### config.mk
export PLATFORM = sky130hd
export DESIGN_NAME = control_unit_flat
export DESIGN_NICKNAME = d
export VERILOG_FILES = /design/src/rtl/control_unit_pkg.sv /design/src/rtl/control_unit_if.sv /design/src/rtl/control_unit_reg_select.sv /design/src/rtl/control_unit.sv /design/src/flat_wrapper.sv
export SDC_FILE = /design/constraint.sdc
export NUM_CORES = 1
export LEC_CHECK = 0
export CORE_MARGIN = 10
export CORE_UTILIZATION = 45
export CTS_BUF_LIST = sky130_fd_sc_hd__clkbuf_16
export CTS_CLUSTER_DIAMETER = 30
export CTS_CLUSTER_SIZE = 28
export DETAILED_ROUTE_END_ITERATION = 10
export DONT_BUFFER_PORTS = 1
export GPL_TIMING_DRIVEN = 0
export HOLD_SLACK_MARGIN = 0.06
export PLACE_DENSITY = 0.6
export SYNTH_ARGS = -nofsm -noshare
export SYNTH_HDL_FRONTEND = slang
export SYNTH_SLANG_ARGS = --single-unit
### constraint.sdc
create_clock -name Clock -period 4.2 [get_ports Clock]
set_input_delay 1.26 -clock Clock [delete_from_list [all_inputs] [get_ports Clock]]
set_output_delay 1.26 -clock Clock [all_outputs]
set_load 0.1 [all_outputs]
### src/rtl/control_unit_pkg.sv
// Shared types and constants for the hard-wired CPU control unit:
// state encoding, opcode map, ALU select codes and IR field positions.
package cpu_ctrl_pkg;

    typedef enum logic [3:0] {
        S_IDLE,
        S_T0,
        S_T1,
        S_T2,
        S_T3,
        S_T4,
        S_T5,
        S_T6,
        S_HALT
    } state_t;

    typedef enum logic [2:0] {
        CLS_RR,
        CLS_IMM,
        CLS_MULDIV,
        CLS_UNARY,
        CLS_NOP,
        CLS_HALT,
        CLS_ILLEGAL
    } opclass_t;

    localparam logic [4:0] OP_ADD  = 5'h03;
    localparam logic [4:0] OP_SUB  = 5'h04;
    localparam logic [4:0] OP_SHR  = 5'h05;
    localparam logic [4:0] OP_SHL  = 5'h06;
    localparam logic [4:0] OP_ROR  = 5'h07;
    localparam logic [4:0] OP_ROL  = 5'h08;
    localparam logic [4:0] OP_AND  = 5'h09;
    localparam logic [4:0] OP_OR   = 5'h0A;
    localparam logic [4:0] OP_SHRA = 5'h0B;
    localparam logic [4:0] OP_ADDI = 5'h0C;
    localparam logic [4:0] OP_ANDI = 5'h0D;
    localparam logic [4:0] OP_ORI  = 5'h0E;
    localparam logic [4:0] OP_MUL  = 5'h0F;
    localparam logic [4:0] OP_DIV  = 5'h10;
    localparam logic [4:0] OP_NEG  = 5'h11;
    localparam logic [4:0] OP_NOT  = 5'h12;
    localparam logic [4:0] OP_NOP  = 5'h14;
    localparam logic [4:0] OP_HALT = 5'h15;

    localparam logic [4:0] ALU_ADD = 5'h03;
    localparam logic [4:0] ALU_AND = 5'h09;
    localparam logic [4:0] ALU_OR  = 5'h0A;

    localparam int OPC_MSB = 31;
    localparam int OPC_LSB = 27;
    localparam int RA_MSB  = 26;
    localparam int RA_LSB  = 23;
    localparam int RB_MSB  = 22;
    localparam int RB_LSB  = 19;
    localparam int RC_MSB  = 18;
    localparam int RC_LSB  = 15;

    function automatic opclass_t decodeClass(input logic [4:0] op);
        opclass_t cls;
        cls = CLS_ILLEGAL;
        if (op >= OP_ADD && op <= OP_SHRA)       cls = CLS_RR;
        else if (op >= OP_ADDI && op <= OP_ORI)  cls = CLS_IMM;
        else if (op == OP_MUL || op == OP_DIV)   cls = CLS_MULDIV;
        else if (op == OP_NEG || op == OP_NOT)   cls = CLS_UNARY;
        else if (op == OP_NOP)                   cls = CLS_NOP;
        else if (op == OP_HALT)                  cls = CLS_HALT;
        return cls;
    endfunction

    // Immediate forms reuse the reg-reg ALU operation they correspond to.
    function automatic logic [4:0] immAluSel(input logic [4:0] op);
        logic [4:0] sel;
        sel = ALU_ADD;
        if (op == OP_ANDI)     sel = ALU_AND;
        else if (op == OP_ORI) sel = ALU_OR;
        return sel;
    endfunction

endpackage

### src/rtl/control_unit_if.sv
// Control bus between the control unit (master) and the datapath (slave):
// decoded strobes/selects out, IR and memory handshake in.
interface control_unit_if #(
    parameter int NUM_REGS = 16
);
    logic                Start;
    logic [31:0]         IR;
    logic                Mem_ready;

    logic                PCout, Zlowout, Zhighout, MDRout, Cout;
    logic                MARin, MDRin, IRin, PCin, Yin, Zin, HIin, LOin;
    logic                IncPC, Read;
    logic [NUM_REGS-1:0] Rin, Rout;
    logic [4:0]          ALU_Sel;
    logic                Busy, Halted, Err;

    modport master (
        input  Start, IR, Mem_ready,
        output PCout, Zlowout, Zhighout, MDRout, Cout,
        output MARin, MDRin, IRin, PCin, Yin, Zin, HIin, LOin,
        output IncPC, Read, Rin, Rout, ALU_Sel, Busy, Halted, Err
    );

    modport slave (
        output Start, IR, Mem_ready,
        input  PCout, Zlowout, Zhighout, MDRout, Cout,
        input  MARin, MDRin, IRin, PCin, Yin, Zin, HIin, LOin,
        input  IncPC, Read, Rin, Rout, ALU_Sel, Busy, Halted, Err
    );
endinterface

### src/rtl/control_unit_reg_select.sv
// Converts a 4-bit register index into a one-hot register strobe vector.
module reg_select #(
    parameter int NUM_REGS = 16
) (
    input  logic [3:0]          idx_i,
    input  logic                en_i,
    output logic [NUM_REGS-1:0] onehot_o
);

    always_comb begin
        onehot_o = '0;
        if (en_i && (32'(idx_i) < NUM_REGS)) begin
            onehot_o[idx_i] = 1'b1;
        end
    end

endmodule

### src/rtl/control_unit.sv
// Hard-wired Moore control unit: sequences fetch (T0-T2) and execute (T3-T6)
// of the shared-bus datapath from the present state and the IR fields.
module control_unit
    import cpu_ctrl_pkg::*;
#(
    parameter int NUM_REGS = 16
) (
    input  logic          Clock,
    input  logic          Reset_n,
    control_unit_if.master bus
);

    state_t   state_q, state_d;
    logic     t1First_q, t1First_d;

    logic [4:0] opcode;
    logic [3:0] raIdx, rbIdx, rcIdx;
    opclass_t   opClass;

    logic       rinEn, routEn;
    logic [3:0] rinIdx, routIdx;

    assign opcode  = bus.IR[OPC_MSB:OPC_LSB];
    assign raIdx   = bus.IR[RA_MSB:RA_LSB];
    assign rbIdx   = bus.IR[RB_MSB:RB_LSB];
    assign rcIdx   = bus.IR[RC_MSB:RC_LSB];
    assign opClass = decodeClass(opcode);

    always_comb begin
        state_d   = state_q;
        t1First_d = 1'b0;
        case (state_q)
            S_IDLE: if (bus.Start) state_d = S_T0;
            S_T0: begin
                state_d   = S_T1;
                t1First_d = 1'b1;
            end
            S_T1: if (bus.Mem_ready) state_d = S_T2;
            S_T2: state_d = S_T3;
            S_T3: begin
                case (opClass)
                    CLS_NOP, CLS_ILLEGAL: state_d = S_T0;
                    CLS_HALT:             state_d = S_HALT;
                    default:              state_d = S_T4;
                endcase
            end
            S_T4: state_d = (opClass == CLS_UNARY)  ? S_T0 : S_T5;
            S_T5: state_d = (opClass == CLS_MULDIV) ? S_T6 : S_T0;
            S_T6: state_d = S_T0;
            S_HALT: state_d = S_HALT;
            default: state_d = S_IDLE;
        endcase
    end

    always_ff @(posedge Clock or negedge Reset_n) begin
        if (!Reset_n) begin
            state_q   <= S_IDLE;
            t1First_q <= 1'b0;
        end else begin
            state_q   <= state_d;
            t1First_q <= t1First_d;
        end
    end

    // IDLE drives ALU_Sel to 0 so that reset leaves every output low.
    always_comb begin
        bus.PCout    = 1'b0;
        bus.Zlowout  = 1'b0;
        bus.Zhighout = 1'b0;
        bus.MDRout   = 1'b0;
        bus.Cout     = 1'b0;
        bus.MARin    = 1'b0;
        bus.MDRin    = 1'b0;
        bus.IRin     = 1'b0;
        bus.PCin     = 1'b0;
        bus.Yin      = 1'b0;
        bus.Zin      = 1'b0;
        bus.HIin     = 1'b0;
        bus.LOin     = 1'b0;
        bus.IncPC    = 1'b0;
        bus.Read     = 1'b0;
        bus.ALU_Sel  = ALU_ADD;
        bus.Busy     = (state_q != S_IDLE) && (state_q != S_HALT);
        bus.Halted   = (state_q == S_HALT);
        bus.Err      = 1'b0;
        rinEn        = 1'b0;
        routEn       = 1'b0;
        rinIdx       = raIdx;
        routIdx      = rbIdx;
        case (state_q)
            S_IDLE: bus.ALU_Sel = 5'h00;
            S_T0: begin
                bus.PCout = 1'b1;
                bus.MARin = 1'b1;
                bus.IncPC = 1'b1;
                bus.Zin   = 1'b1;
            end
            S_T1: begin
                bus.Read    = 1'b1;
                bus.MDRin   = 1'b1;
                bus.Zlowout = t1First_q;
                bus.PCin    = t1First_q;
            end
            S_T2: begin
                bus.MDRout = 1'b1;
                bus.IRin   = 1'b1;
            end
            S_T3: begin
                case (opClass)
                    CLS_RR, CLS_IMM: begin
                        routEn  = 1'b1;
                        bus.Yin = 1'b1;
                    end
                    CLS_MULDIV: begin
                        routEn  = 1'b1;
                        routIdx = raIdx;
                        bus.Yin = 1'b1;
                    end
                    CLS_UNARY: begin
                        routEn      = 1'b1;
                        bus.Zin     = 1'b1;
                        bus.ALU_Sel = opcode;
                    end
                    CLS_ILLEGAL: bus.Err = 1'b1;
                    default: ;
                endcase
            end
            S_T4: begin
                case (opClass)
                    CLS_RR: begin
                        routEn      = 1'b1;
                        routIdx     = rcIdx;
                        bus.Zin     = 1'b1;
                        bus.ALU_Sel = opcode;
                    end
                    CLS_IMM: begin
                        bus.Cout    = 1'b1;
                        bus.Zin     = 1'b1;
                        bus.ALU_Sel = immAluSel(opcode);
                    end
                    CLS_MULDIV: begin
                        routEn      = 1'b1;
                        bus.Zin     = 1'b1;
                        bus.ALU_Sel = opcode;
                    end
                    CLS_UNARY: begin
                        bus.Zlowout = 1'b1;
                        rinEn       = 1'b1;
                    end
                    default: ;
                endcase
            end
            S_T5: begin
                case (opClass)
                    CLS_RR, CLS_IMM: begin
                        bus.Zlowout = 1'b1;
                        rinEn       = 1'b1;
                    end
                    CLS_MULDIV: begin
                        bus.Zlowout = 1'b1;
                        bus.LOin    = 1'b1;
                    end
                    default: ;
                endcase
            end
            S_T6: begin
                if (opClass == CLS_MULDIV) begin
                    bus.Zhighout = 1'b1;
                    bus.HIin     = 1'b1;
                end
            end
            default: ;
        endcase
    end

    reg_select #(.NUM_REGS(NUM_REGS)) u_rinSel (
        .idx_i    (rinIdx),
        .en_i     (rinEn),
        .onehot_o (bus.Rin)
    );

    reg_select #(.NUM_REGS(NUM_REGS)) u_routSel (
        .idx_i    (routIdx),
        .en_i     (routEn),
        .onehot_o (bus.Rout)
    );

endmodule

### src/flat_wrapper.sv
// flat-port wrapper written by rule: the top's interface ports become plain ports
module control_unit_flat import cpu_ctrl_pkg::*;
#(
    parameter int NUM_REGS = 16
)
  (Clock, Reset_n, bus_Start, bus_IR, bus_Mem_ready, bus_PCout, bus_Zlowout, bus_Zhighout, bus_MDRout, bus_Cout, bus_MARin, bus_MDRin, bus_IRin, bus_PCin, bus_Yin, bus_Zin, bus_HIin, bus_LOin, bus_IncPC, bus_Read, bus_Rin, bus_Rout, bus_ALU_Sel, bus_Busy, bus_Halted, bus_Err);
  control_unit_if #(.NUM_REGS(NUM_REGS)) bus_i ();
  input  logic Clock;
  input  logic Reset_n;
  input wire logic [$bits(bus_i.Start)-1:0] bus_Start;
  input wire logic [$bits(bus_i.IR)-1:0] bus_IR;
  input wire logic [$bits(bus_i.Mem_ready)-1:0] bus_Mem_ready;
  output wire logic [$bits(bus_i.PCout)-1:0] bus_PCout;
  output wire logic [$bits(bus_i.Zlowout)-1:0] bus_Zlowout;
  output wire logic [$bits(bus_i.Zhighout)-1:0] bus_Zhighout;
  output wire logic [$bits(bus_i.MDRout)-1:0] bus_MDRout;
  output wire logic [$bits(bus_i.Cout)-1:0] bus_Cout;
  output wire logic [$bits(bus_i.MARin)-1:0] bus_MARin;
  output wire logic [$bits(bus_i.MDRin)-1:0] bus_MDRin;
  output wire logic [$bits(bus_i.IRin)-1:0] bus_IRin;
  output wire logic [$bits(bus_i.PCin)-1:0] bus_PCin;
  output wire logic [$bits(bus_i.Yin)-1:0] bus_Yin;
  output wire logic [$bits(bus_i.Zin)-1:0] bus_Zin;
  output wire logic [$bits(bus_i.HIin)-1:0] bus_HIin;
  output wire logic [$bits(bus_i.LOin)-1:0] bus_LOin;
  output wire logic [$bits(bus_i.IncPC)-1:0] bus_IncPC;
  output wire logic [$bits(bus_i.Read)-1:0] bus_Read;
  output wire logic [$bits(bus_i.Rin)-1:0] bus_Rin;
  output wire logic [$bits(bus_i.Rout)-1:0] bus_Rout;
  output wire logic [$bits(bus_i.ALU_Sel)-1:0] bus_ALU_Sel;
  output wire logic [$bits(bus_i.Busy)-1:0] bus_Busy;
  output wire logic [$bits(bus_i.Halted)-1:0] bus_Halted;
  output wire logic [$bits(bus_i.Err)-1:0] bus_Err;
  assign bus_i.Start = bus_Start;
  assign bus_i.IR = bus_IR;
  assign bus_i.Mem_ready = bus_Mem_ready;
  assign bus_PCout = bus_i.PCout;
  assign bus_Zlowout = bus_i.Zlowout;
  assign bus_Zhighout = bus_i.Zhighout;
  assign bus_MDRout = bus_i.MDRout;
  assign bus_Cout = bus_i.Cout;
  assign bus_MARin = bus_i.MARin;
  assign bus_MDRin = bus_i.MDRin;
  assign bus_IRin = bus_i.IRin;
  assign bus_PCin = bus_i.PCin;
  assign bus_Yin = bus_i.Yin;
  assign bus_Zin = bus_i.Zin;
  assign bus_HIin = bus_i.HIin;
  assign bus_LOin = bus_i.LOin;
  assign bus_IncPC = bus_i.IncPC;
  assign bus_Read = bus_i.Read;
  assign bus_Rin = bus_i.Rin;
  assign bus_Rout = bus_i.Rout;
  assign bus_ALU_Sel = bus_i.ALU_Sel;
  assign bus_Busy = bus_i.Busy;
  assign bus_Halted = bus_i.Halted;
  assign bus_Err = bus_i.Err;
  control_unit #(.NUM_REGS(NUM_REGS)) u_core (.Clock(Clock), .Reset_n(Reset_n), .bus(bus_i));
endmodule
# After elaboration in Yosys (flattened, before gate mapping)
# Index checks and enable logic that the tools add are counted.
dict set report totals {
  output_inout_bits 55
  regBits 5
  n_memories 0
  word_cells 98
  ram_bits 0
  rom_bits 0
  latch_bits 0
  in_bits 36
}
dict set report classes {
  n_mux 47
  bitwise 0
  reduce_logical 16
  n_lt_le_gt_ge 8
  mul 0
  eq_ne 25
  add_sub_neg 0
  n_div 0
  shift 0
}
# operator count
set op_table {}
lappend op_table {{4-bit case mux with 9 select lines} 1}
lappend op_table {{16-bit 2-to-1 mux} 2}
lappend op_table {{5-bit == test, second input constant} 5}
lappend op_table {{3-bit 2-to-1 mux} 7}
lappend op_table {{4-bit 2-to-1 mux} 5}
lappend op_table {{1-bit 2-to-1 mux} 19}
lappend op_table {{4-bit by 3-bit == test with 1-bit output, second input constant} 4}
lappend op_table {{4-bit case mux with 2 select lines} 2}
lappend op_table {{5-bit by 4-bit == test with 1-bit output, second input constant} 3}
lappend op_table {{5-bit case mux with 3 select lines} 1}
lappend op_table {{5-bit by 4-bit less-or-equal comparator with 1-bit output, second input constant} 2}
lappend op_table {{4-bit by 5-bit less-than comparator with 1-bit output, second input constant} 2}
lappend op_table {{5-bit 2-to-1 mux} 2}
lappend op_table {{5-bit case mux with 2 select lines} 1}
lappend op_table {{3-bit == test, second input constant} 3}
lappend op_table {{1-bit demux with 4-bit select} 2}
lappend op_table {{4-bit by 2-bit == test with 1-bit output, second input constant} 2}
lappend op_table {{4-bit by 1-bit greater-or-equal comparator with 1-bit output, second input constant} 2}
lappend op_table {{3-bit by 2-bit == test with 1-bit output, second input constant} 2}
lappend op_table {{1-bit case mux with 3 select lines} 2}
lappend op_table {{2-bit OR reduction} 3}
lappend op_table {{5-bit by 2-bit greater-or-equal comparator with 1-bit output, second input constant} 1}
lappend op_table {{5-bit by 4-bit greater-or-equal comparator with 1-bit output, second input constant} 1}
lappend op_table {{1-bit logical AND} 5}
lappend op_table {{14 further kinds} 17}

# Depth between registers and ports, before layout
# Gate-level depths: netlist (run 1).
dict set report depth {
  word_depth 15
  depth_mapped 8
  depth_no_buf 6
}

# Hierarchy
# Synthesis (run 1) repeated with hierarchy kept, for this count alone.
dict set report hier_totals {
  hier_cells 176
  hier_area_um2 1209.9
}
# mod instances seq_area_each_um2 area_each_um2 cells_per_inst
set by_module_without_submodules {}
lappend by_module_without_submodules {control_unit 1 125.1 972.2 130}
lappend by_module_without_submodules {{reg_select (u_core.u_rinSel)} 1 0.0 120.1 23}
lappend by_module_without_submodules {{reg_select (u_core.u_routSel)} 1 0.0 117.6 23}

# Worst setup path after synthesis (run 1)
# No wires, ideal clock.
dict set report synth_timing {
  kind {input port to output port}
  from {in bus_IR[27]}
  to {out bus_Zhighout}
  slack_ns -3.096
  required_ns 2.940
  arrival_time_ns 6.036
  path_buffers 2
  cell_stages 5
  cell_sequence {or4b_1 o22a_1 buf_6 nor4b_1 buf_4}
}
dict set report synth_between {
  elab_chain_cells 10
  elab_cells_between_ends 23
  classes_between {order compare: 4; eq/ne: 7; mux: 8; reduce/logical: 4}
}
# item line_no
set synth_rtl {}
lappend synth_rtl {{start: declaration} flat_wrapper.sv:11} ;# input wire logic [$bits(bus_i.IR)-1:0] bus_IR;
lappend synth_rtl {{5-bit == test} control_unit_pkg.sv:67} ;# else if (op == OP_HALT) cls = CLS_HALT;
lappend synth_rtl {{2-bit 2-to-1 mux} control_unit_pkg.sv:67}
lappend synth_rtl {{3-bit 2-to-1 mux} control_unit_pkg.sv:66} ;# else if (op == OP_NOP) cls = CLS_NOP;
lappend synth_rtl {{3-bit 2-to-1 mux} control_unit_pkg.sv:65} ;# else if (op == OP_NEG || op == OP_NOT) cls = CLS_UNARY;
lappend synth_rtl {{3-bit 2-to-1 mux} control_unit_pkg.sv:64} ;# else if (op == OP_MUL || op == OP_DIV) cls = CLS_MULDIV;
lappend synth_rtl {{3-bit 2-to-1 mux} control_unit_pkg.sv:63} ;# else if (op >= OP_ADDI && op <= OP_ORI) cls = CLS_IMM;
lappend synth_rtl {{3-bit 2-to-1 mux (*)} control_unit_pkg.sv:62} ;# if (op >= OP_ADD && op <= OP_SHRA) cls = CLS_RR;
lappend synth_rtl {{3-bit by 2-bit == test with 1-bit output (*)} control_unit.sv:167} ;# if (opClass == CLS_MULDIV) begin
lappend synth_rtl {{1-bit 2-to-1 mux (*) (2 in series)} --}
lappend synth_rtl {{end: declaration} flat_wrapper.sv:15} ;# output wire logic [$bits(bus_i.Zhighout)-1:0] bus_Zhighout;
# Mark *: on every way between the ends. The rest lies on a longest branch, timed or not.

# Worst setup path after layout (run 1)
dict set report layout_timing {
  from {in bus_IR[27]}
  to {out bus_Rout[12]}
}
dict set report layout_between {
  elab_chain_cells 15
  elab_cells_between_ends 38
  classes_between {order compare: 6; eq/ne: 9; mux: 15; reduce/logical: 8}
}
# item line_no
set layout_rtl {}
lappend layout_rtl {{5-bit == test} control_unit_pkg.sv:67}
lappend layout_rtl {{2-bit 2-to-1 mux} control_unit_pkg.sv:67}
lappend layout_rtl {{3-bit 2-to-1 mux} control_unit_pkg.sv:66}
lappend layout_rtl {{3-bit 2-to-1 mux} control_unit_pkg.sv:65}
lappend layout_rtl {{3-bit 2-to-1 mux} control_unit_pkg.sv:64}
lappend layout_rtl {{3-bit 2-to-1 mux} control_unit_pkg.sv:63}
lappend layout_rtl {{3-bit 2-to-1 mux (*)} control_unit_pkg.sv:62}
lappend layout_rtl {{3-bit by 2-bit == test with 1-bit output or 3-bit logical NOT (tied branches)} {control_unit.sv:109, control_unit.sv:129}}
lappend layout_rtl {{4-bit 2-to-1 mux (on tied branches)} {control_unit.sv:109, control_unit.sv:129}}
lappend layout_rtl {{4-bit case mux with 2 select lines} control_unit.sv:90} ;# case (state_q)
lappend layout_rtl {{4-bit by 5-bit less-than comparator with 1-bit output (implied by the code) or 4-bit by 1-bit greater-or-equal comparator with 1-bit output (tied branches)} control_unit_reg_select.sv:13} ;# onehot_o[idx_i] = 1'b1;
lappend layout_rtl {{1-bit logical AND (implied by the code)} control_unit_reg_select.sv:13}
lappend layout_rtl {{1-bit 2-to-1 mux (implied by the code)} control_unit_reg_select.sv:13}
lappend layout_rtl {{1-bit demux with 4-bit select} control_unit_reg_select.sv:13}
lappend layout_rtl {{16-bit 2-to-1 mux (*)} control_unit_reg_select.sv:12} ;# if (en_i && (32'(idx_i) < NUM_REGS)) begin
lappend layout_rtl {{end: declaration} flat_wrapper.sv:29} ;# output wire logic [$bits(bus_i.Rout)-1:0] bus_Rout;
# Marks and branches as above.

==> impl_metrics.csv, run 1 <==
group,metric,value,unit
layout,utilization,0.7128,
layout,fill_cells,238,
power,p_per_area,668.1,mW/mm2
critical_path,worstPathCellList,"or4b_4 -> o22a_1 -> buf_6 -> mux2i_1 -> a221o_2 -> buf_12 -> nor4_4",
global_route,grt.total_usage,0.1615,
critical_path,critPathSlowestCell,"nor4_4",
logic_synthesis,ys_ff_latch,5,
logic_synthesis,yosysTopAreaCellShare,0.08834,
sta,hold_viol_final,0,
layout,antenna-diode-count,0,
sta,min_period_over_period,1.222,
clock_network,clkTransAtPathRegs,0.04,ns
logic_synthesis,synth_largest_area_cell,"dfrtp_1",
clock_network,cts_tree,"built",
sta,setup_ws,-0.9321,ns
critical_path,crit_arrival,3.87,ns
placement,pre_cts_ws,-1.032,ns
clock_network,cts.sinks,5,
critical_path,critical-path-max-stage-delay,1.13,ns
routing,drc_errors,0,
placement,dp_hpwl,3.910,mm
logic_synthesis,ys.flop_type,"dfrtp_1",
routing,finalWirelength,4.992,mm
routing,routedWlPerCell,20.63,um
sta,rsz0062_at_grt,"true",
floorplanning,start_util,0.4678,
sta,clock_skew,0.003362,ns
clock_network,cts_made_buffers,3,
critical_path,start_kind,"input port",
power,peakVddDrop,0.9591,mV
logic_synthesis,synthesis.area,0.001416,mm2
floorplanning,row_count,20,
clock_network,clk_latency,0.23,ns
placement,portBuffers,0,
sta,final-setup-viol-count,41,
hold_path,hold_class,"input port to async pin",
sta,max_slew_margin,0.06496,
status,outcome,"complete, but fails checks",
clock_network,hold_buffers,0,
placement,place_congestion,0.8122,
critical_path,worst_ep_required_time,2.94,ns
floorplanning,dieArea,0.005791,mm2
critical_path,worst-path-buf-inv,2,
logic_synthesis,avgSynthCellArea,7.698,um2
sta,slew_viol_final,0,
sta,hold_ws,0.7281,ns
logic_synthesis,seq_area_frac_synth,0.08834,
logic_synthesis,synth_edf_count,0,
layout,fin_cells,242,
floorplanning,io_pins,91,
routing,drtIter0Drc,85,
sta,fmax,194.9,MHz
global_route,grt_antenna_before_repair,0,
logic_synthesis,async_flop_share,1.000,
clock_network,ctsLongestPathBuffers,2,
floorplanning,dieWidth,76.10,um
routing,ant_nets,0,
sta,layout_min_cycle_time,5.132,ns
clock_network,root_buffer,"clkbuf_16",
logic_synthesis,synth.area.top_cells,"dfrtp_1 (8.8%), nor4b_2 (8.5%), nor2_1 (5.6%)",
power,p_leak,0.7940,nW
global_route,grt_overflow_total,0,
layout,num-nets-final,235,
routing,avgViaCountPerCell,6.326,
global_route,grt_pass1_vias,1475,
clock_network,htree_levels,1,
placement,postPlaceCellArea,0.001908,mm2
global_route,grt_max_degree,11,
logic_synthesis,syn_nets,220,
routing,via_count,1531,
critical_path,critical-path-top-delay-family,"simple AND/OR/NAND/NOR gates",
logic_synthesis,yosys_warnings,0,
global_route,grt_pass1_wl,8.100,mm
floorplanning,core_area,0.003028,mm2
routing,firstDrtPassIters,4,
critical_path,end_kind,"primary output",
layout,synthToLayoutAreaGrowth,52.39,%
logic_synthesis,ys_types,61,
flow_run,max-cap-violations,0,
critical_path,crit_fanout,10,
sta,max_slew.worst_pin.slew,1.397,ns
placement,dp_cells,230,
layout,postLayoutCellArea,0.002158,mm2
critical_path,critical_path_class,"input port to primary output",
layout,drive_gt1_frac,0.4949,
status,violations,"negative setup slack",
floorplanning,die_y,76.10,um
logic_synthesis,netlist_instances,184,
-- cells by family after synthesis --
kind of cell,synth area share
buffers and inverters,0.1104
flip-flops,0.08834
XOR/XNOR,0.01237
AO/OA/AOI/OAI,0.2535
multiplexers,0.02208
AND/OR/NAND/NOR,0.5133
-- sequential cells by signal, summed over array words and instances (netlist names) --
| register | flops |
|---|---|
| u_core.state_q | 4 |
| u_core.t1First_q | 1 |
-- path summary, 6_finish.rpt --
path,startpoint,to,slack [ns],depth (start not counted)
max,bus_IR[27],bus_Rout[12],-0.93,7
min,Reset_n,u_core.t1First_q,0.73,0
max reg2reg,u_core.state_q[0],u_core.state_q[2],1.40,7
min reg2reg,u_core.state_q[2],u_core.state_q[0],0.83,3
max in group asynchronous,Reset_n,u_core.state_q[3],3.40,0
min in group Clock,u_core.state_q[2],u_core.state_q[0],0.83,3
-- cell usage after synthesis (3+ instances only) --
cell and n:
nor2_1 21, nand2_1 10, a21oi_1 9, nor3_1 9
o21ai_0 9, nor4b_2 8, clkbuf_1 7, nand2b_1 7
and4b_1 5, buf_4 5, buf_6 5, dfrtp_1 5
inv_1 5, nand3b_1 5, or3_1 5, a22o_1 4
and2_1 4, nor4_2 4, nand3_1 3, nor2b_1 3
o21a_1 3
-- routing by layer --
metal,vias up,GRT usage,wire (um)
met5,-,0,0
met4,0,0.02416,40
met3,4,0.04599,429
met2,67,0.2747,2416
met1,736,0.1995,2106
li1,724,-,-
-- repair_timing --
item,4_1_cts,5_1_grt
gates resized for setup,19,6
buffers inserted,5,3
pin swaps,18,9
endpoints found under the setup margin,40,45
-- per-stage QoR --
stage          power, W  TNS, ns
6_report       0.001442   -18.56
3_3_place_gp   0.001206   -18.80
4_1_cts        0.001427   -17.94
2_1_floorplan  0.001124   -14.77
3_5_place_dp   0.001224   -18.97
5_1_grt        0.001504   -22.96
-- layout make-up --
type | instances | area, um2 | share of cell area
clock inverters | 1 | 3.754 | 0.001739
multi-input cells | 153 | 1580 | 0.7322
clock buffers | 3 | 75.07 | 0.03478
repair buffers | 10 | 102.6 | 0.04754
plain buffers | 21 | 190.2 | 0.08812
flip-flops and latches | 5 | 125.1 | 0.05797
inverters | 5 | 26.28 | 0.01217
well taps | 44 | 55.05 | 0.02551
-- cells in the final DEF (no fill, tap or decap), types with 4 or more instances in the layout --
| master | instances |
|---|---|
| clkbuf_1 | 5 |
| and2_4 | 4 |
| nor4_4 | 4 |
| buf_4 | 9 |
| inv_1 | 4 |
| nand3b_1 | 5 |
| o21ai_4 | 4 |
| or3_1 | 4 |
| a22o_1 | 4 |
| nor4b_4 | 9 |
| nor2_4 | 12 |
| nand2_1 | 10 |
| dfrtp_1 | 5 |
| o21ai_0 | 5 |
| nand2b_1 | 7 |
| nor3_4 | 6 |
| buf_6 | 7 |
| nor2_1 | 6 |
| nor2_2 | 4 |
| a21oi_1 | 8 |
-- power by group --
group          total [W]  switching, W  leakage [nW]  internal (W)
logic            0.00121      0.000924         0.688      0.000284
clock network   0.000155     0.0000319        0.0423      0.000123
registers      0.0000794     0.0000126        0.0641     0.0000668
No activity file was read; power rests on OpenSTA's default activity.
==> run 2, diff against run 1 <==
--- a/config.mk
+++ b/config.mk
@@ -12,6 +12,7 @@
 export CTS_CLUSTER_SIZE = 28
 export DETAILED_ROUTE_END_ITERATION = 10
 export DONT_BUFFER_PORTS = 1
+export GPL_ROUTABILITY_DRIVEN = 0
 export GPL_TIMING_DRIVEN = 0
 export HOLD_SLACK_MARGIN = 0.06
 export PLACE_DENSITY = 0.6
==> results of run 2 <==
Final layout, timing and power as in run 1 (identical DEF).
==> run 3, diff against run 2 <==
--- a/config.mk
+++ b/config.mk
@@ -6,8 +6,7 @@
 export NUM_CORES = 1
 export LEC_CHECK = 0
 export CORE_MARGIN = 10
-export CORE_UTILIZATION = 45
-export CTS_BUF_LIST = sky130_fd_sc_hd__clkbuf_16
+export CORE_UTILIZATION = 40
 export CTS_CLUSTER_DIAMETER = 30
 export CTS_CLUSTER_SIZE = 28
 export DETAILED_ROUTE_END_ITERATION = 10
@@ -15,7 +14,7 @@
 export GPL_ROUTABILITY_DRIVEN = 0
 export GPL_TIMING_DRIVEN = 0
 export HOLD_SLACK_MARGIN = 0.06
-export PLACE_DENSITY = 0.6
+export PLACE_DENSITY = 0.54
 export SYNTH_ARGS = -nofsm -noshare
 export SYNTH_HDL_FRONTEND = slang
 export SYNTH_SLANG_ARGS = --single-unit
==> run 3 against run 2 <==
The run still ends with negative setup slack left. Sequential share of layout area decreased by 0.47 points. Clock skew increased by 0.0035 ns. Combinational power is 7% higher. Largest cell class unchanged.
==> impl_metrics.csv, run 3 (same netlist as run 1, synthesis figures left out) <==
group,metric,value,unit
global_route,grt_max_degree,11,
routing,finalWirelength,5.405,mm
sta,layout_min_cycle_time,5.156,ns
routing,drtIter0Drc,71,
sta,hold_viol_final,0,
placement,portBuffers,0,
critical_path,r2r_start,"u_core.state_q[0]",
routing,firstDrtPassIters,4,
layout,antenna-diode-count,0,
layout,largestRegisters,"u_core.state_q x4, u_core.t1First_q x1",
clock_network,clk_latency,0.25,ns
hold_path,hold_class,"input port to async pin",
clock_network,cts_tree,"built",
sta,max_slew_margin,0.06170,
flow_run,max-cap-violations,0,
sta,min_period_over_period,1.228,
floorplanning,io_pins,91,
critical_path,end_kind,"primary output",
floorplanning,start_util,0.4179,
clock_network,clkTransAtPathRegs,0.05,ns
critical_path,reg2reg_depth,7,
placement,dp_hpwl,4.033,mm
critical_path,crit_fanout,5,
sta,fmax,194.0,MHz
critical_path,critical_path_class,"input port to primary output",
sta,slew_viol_final,0,
critical_path,r2r-end,"u_core.state_q[2]",
sta,final-setup-viol-count,28,
floorplanning,dieArea,0.006321,mm2
sta,max_slew.worst_pin.slew,1.397,ns
layout,fill_cells,246,
clock_network,ctsLongestPathBuffers,2,
sta,clock_skew,0.006884,ns
layout,layout_common_cells,"buf_4 (16), nor2_4 (13), nand2_1 (9), nor4b_4 (9), a21oi_1 (8)",
critical_path,rrSetupSlack,1.67,ns
layout,fin_cells,253,
status,outcome,"complete, but fails checks",
layout,top_register,"u_core.state_q",
clock_network,htree_levels,1,
power,peakVddDrop,0.9594,mV
clock_network,root_buffer,"clkbuf_4",
critical_path,start_kind,"input port",
global_route,grt_pass1_wl,8.480,mm
routing,via_count,1566,
layout,synthToLayoutAreaGrowth,65.81,%
layout,num-nets-final,244,
global_route,grt.total_usage,0.1622,
placement,postPlaceCellArea,0.001911,mm2
critical_path,worst_ep_required_time,2.94,ns
layout,drive_gt1_frac,0.5942,
clock_network,cts_made_buffers,3,
critical_path,crit_arrival,3.90,ns
floorplanning,die_y,79.51,um
routing,routedWlPerCell,21.36,um
layout,utilization,0.6929,
routing,avgViaCountPerCell,6.190,
global_route,grt_pass1_vias,1529,
status,violations,"negative setup slack",
power,p_per_area,609.5,mW/mm2
critical_path,startpoint,"bus_IR[27]",
global_route,grt_overflow_total,0,
routing,drc_errors,0,
power,p_leak,0.8761,nW
clock_network,cts.sinks,5,
global_route,grt_antenna_before_repair,0,
layout,postLayoutCellArea,0.002349,mm2
placement,dp_cells,232,
floorplanning,dieWidth,79.51,um
floorplanning,row_count,21,
routing,ant_nets,0,
layout,largest_reg_flops,4,
layout,final_common_cell,"buf_4",
floorplanning,core_area,0.003390,mm2
sta,setup_ws,-0.9558,ns
sta,rsz0062_at_grt,"true",
## run 3: cell count changes in the layout (fill, tap and decap cells not counted), sizes merged
cell and delta:
buf +8, clkbuf +2, inv -1
## run 3: worst max path at each step
stage                   to  depth (start not counted)
3_5_place_dp   bus_Rout[8]                          7
3_3_place_gp   bus_Rout[8]                          7
6_report       bus_Rout[4]                          6
2_1_floorplan  bus_Rout[0]                          7
4_1_cts        bus_Rout[8]                          7
5_1_grt        bus_Rout[4]                          6
## run 3: metal layers
metal	wire length (um)	track usage	vias to the layer above
li1	-	-	740
met1	2161	0.1986	758
met2	2661	0.2718	62
met3	517	0.04730	6
met4	64	0.03584	0
met5	0	0	-
## run 3: timing repair
| action | CTS | global route |
|---|---|---|
| endpoints found under the setup margin | 41 | 44 |
| pin swaps | 11 | 36 |
| gates cloned | 1 | 0 |
| setup buffers | 8 | 9 |
| hold buffers | 0 | 0 |
| gates resized for setup | 27 | 34 |
## run 3: power by group
| part | internal [W] | switching, W | leakage [nW] |
|---|---|---|---|
| Sequential | 0.0000666 | 0.0000112 | 0.0641 |
| Clock | 0.0000360 | 0.0000212 | 0.0150 |
| Combinational | 0.000347 | 0.000950 | 0.797 |
## run 3: worst max-delay path, stage by stage
cell     delay [ns]
or4b_4         0.53
o22a_4         0.26
mux2i_1        0.12
a221o_2        0.37
buf_12         0.17
nor4_4         1.17
## run 3: stage by stage
step | power, W | hold WS (ns) | setup slack [ns] | TNS (ns)
6_report | 0.001431 | 0.7035 | -0.9558 | -14.95
5_1_grt | 0.001497 | 0.6940 | -0.9941 | -16.50
4_1_cts | 0.001384 | 0.7038 | -0.9742 | -19.10
3_5_place_dp | 0.001225 | 0.8410 | -1.069 | -18.96
3_3_place_gp | 0.001211 | 0.7971 | -1.036 | -19.08
2_1_floorplan | 0.001124 | 0.7286 | -0.9167 | -14.77
## run 3: layout make-up
| type | count | area [um2] | area share |
|---|---|---|---|
| Inverter | 5 | 26.28 | 0.01119 |
| Timing Repair Buffer | 20 | 198.9 | 0.08471 |
| Buffer | 20 | 200.2 | 0.08524 |
| Clock buffer | 4 | 26.28 | 0.01119 |
| Sequential cell | 5 | 125.1 | 0.05328 |
| Multi-Input combinational cell | 153 | 1714 | 0.7299 |
| Tap cell | 46 | 57.56 | 0.02451 |
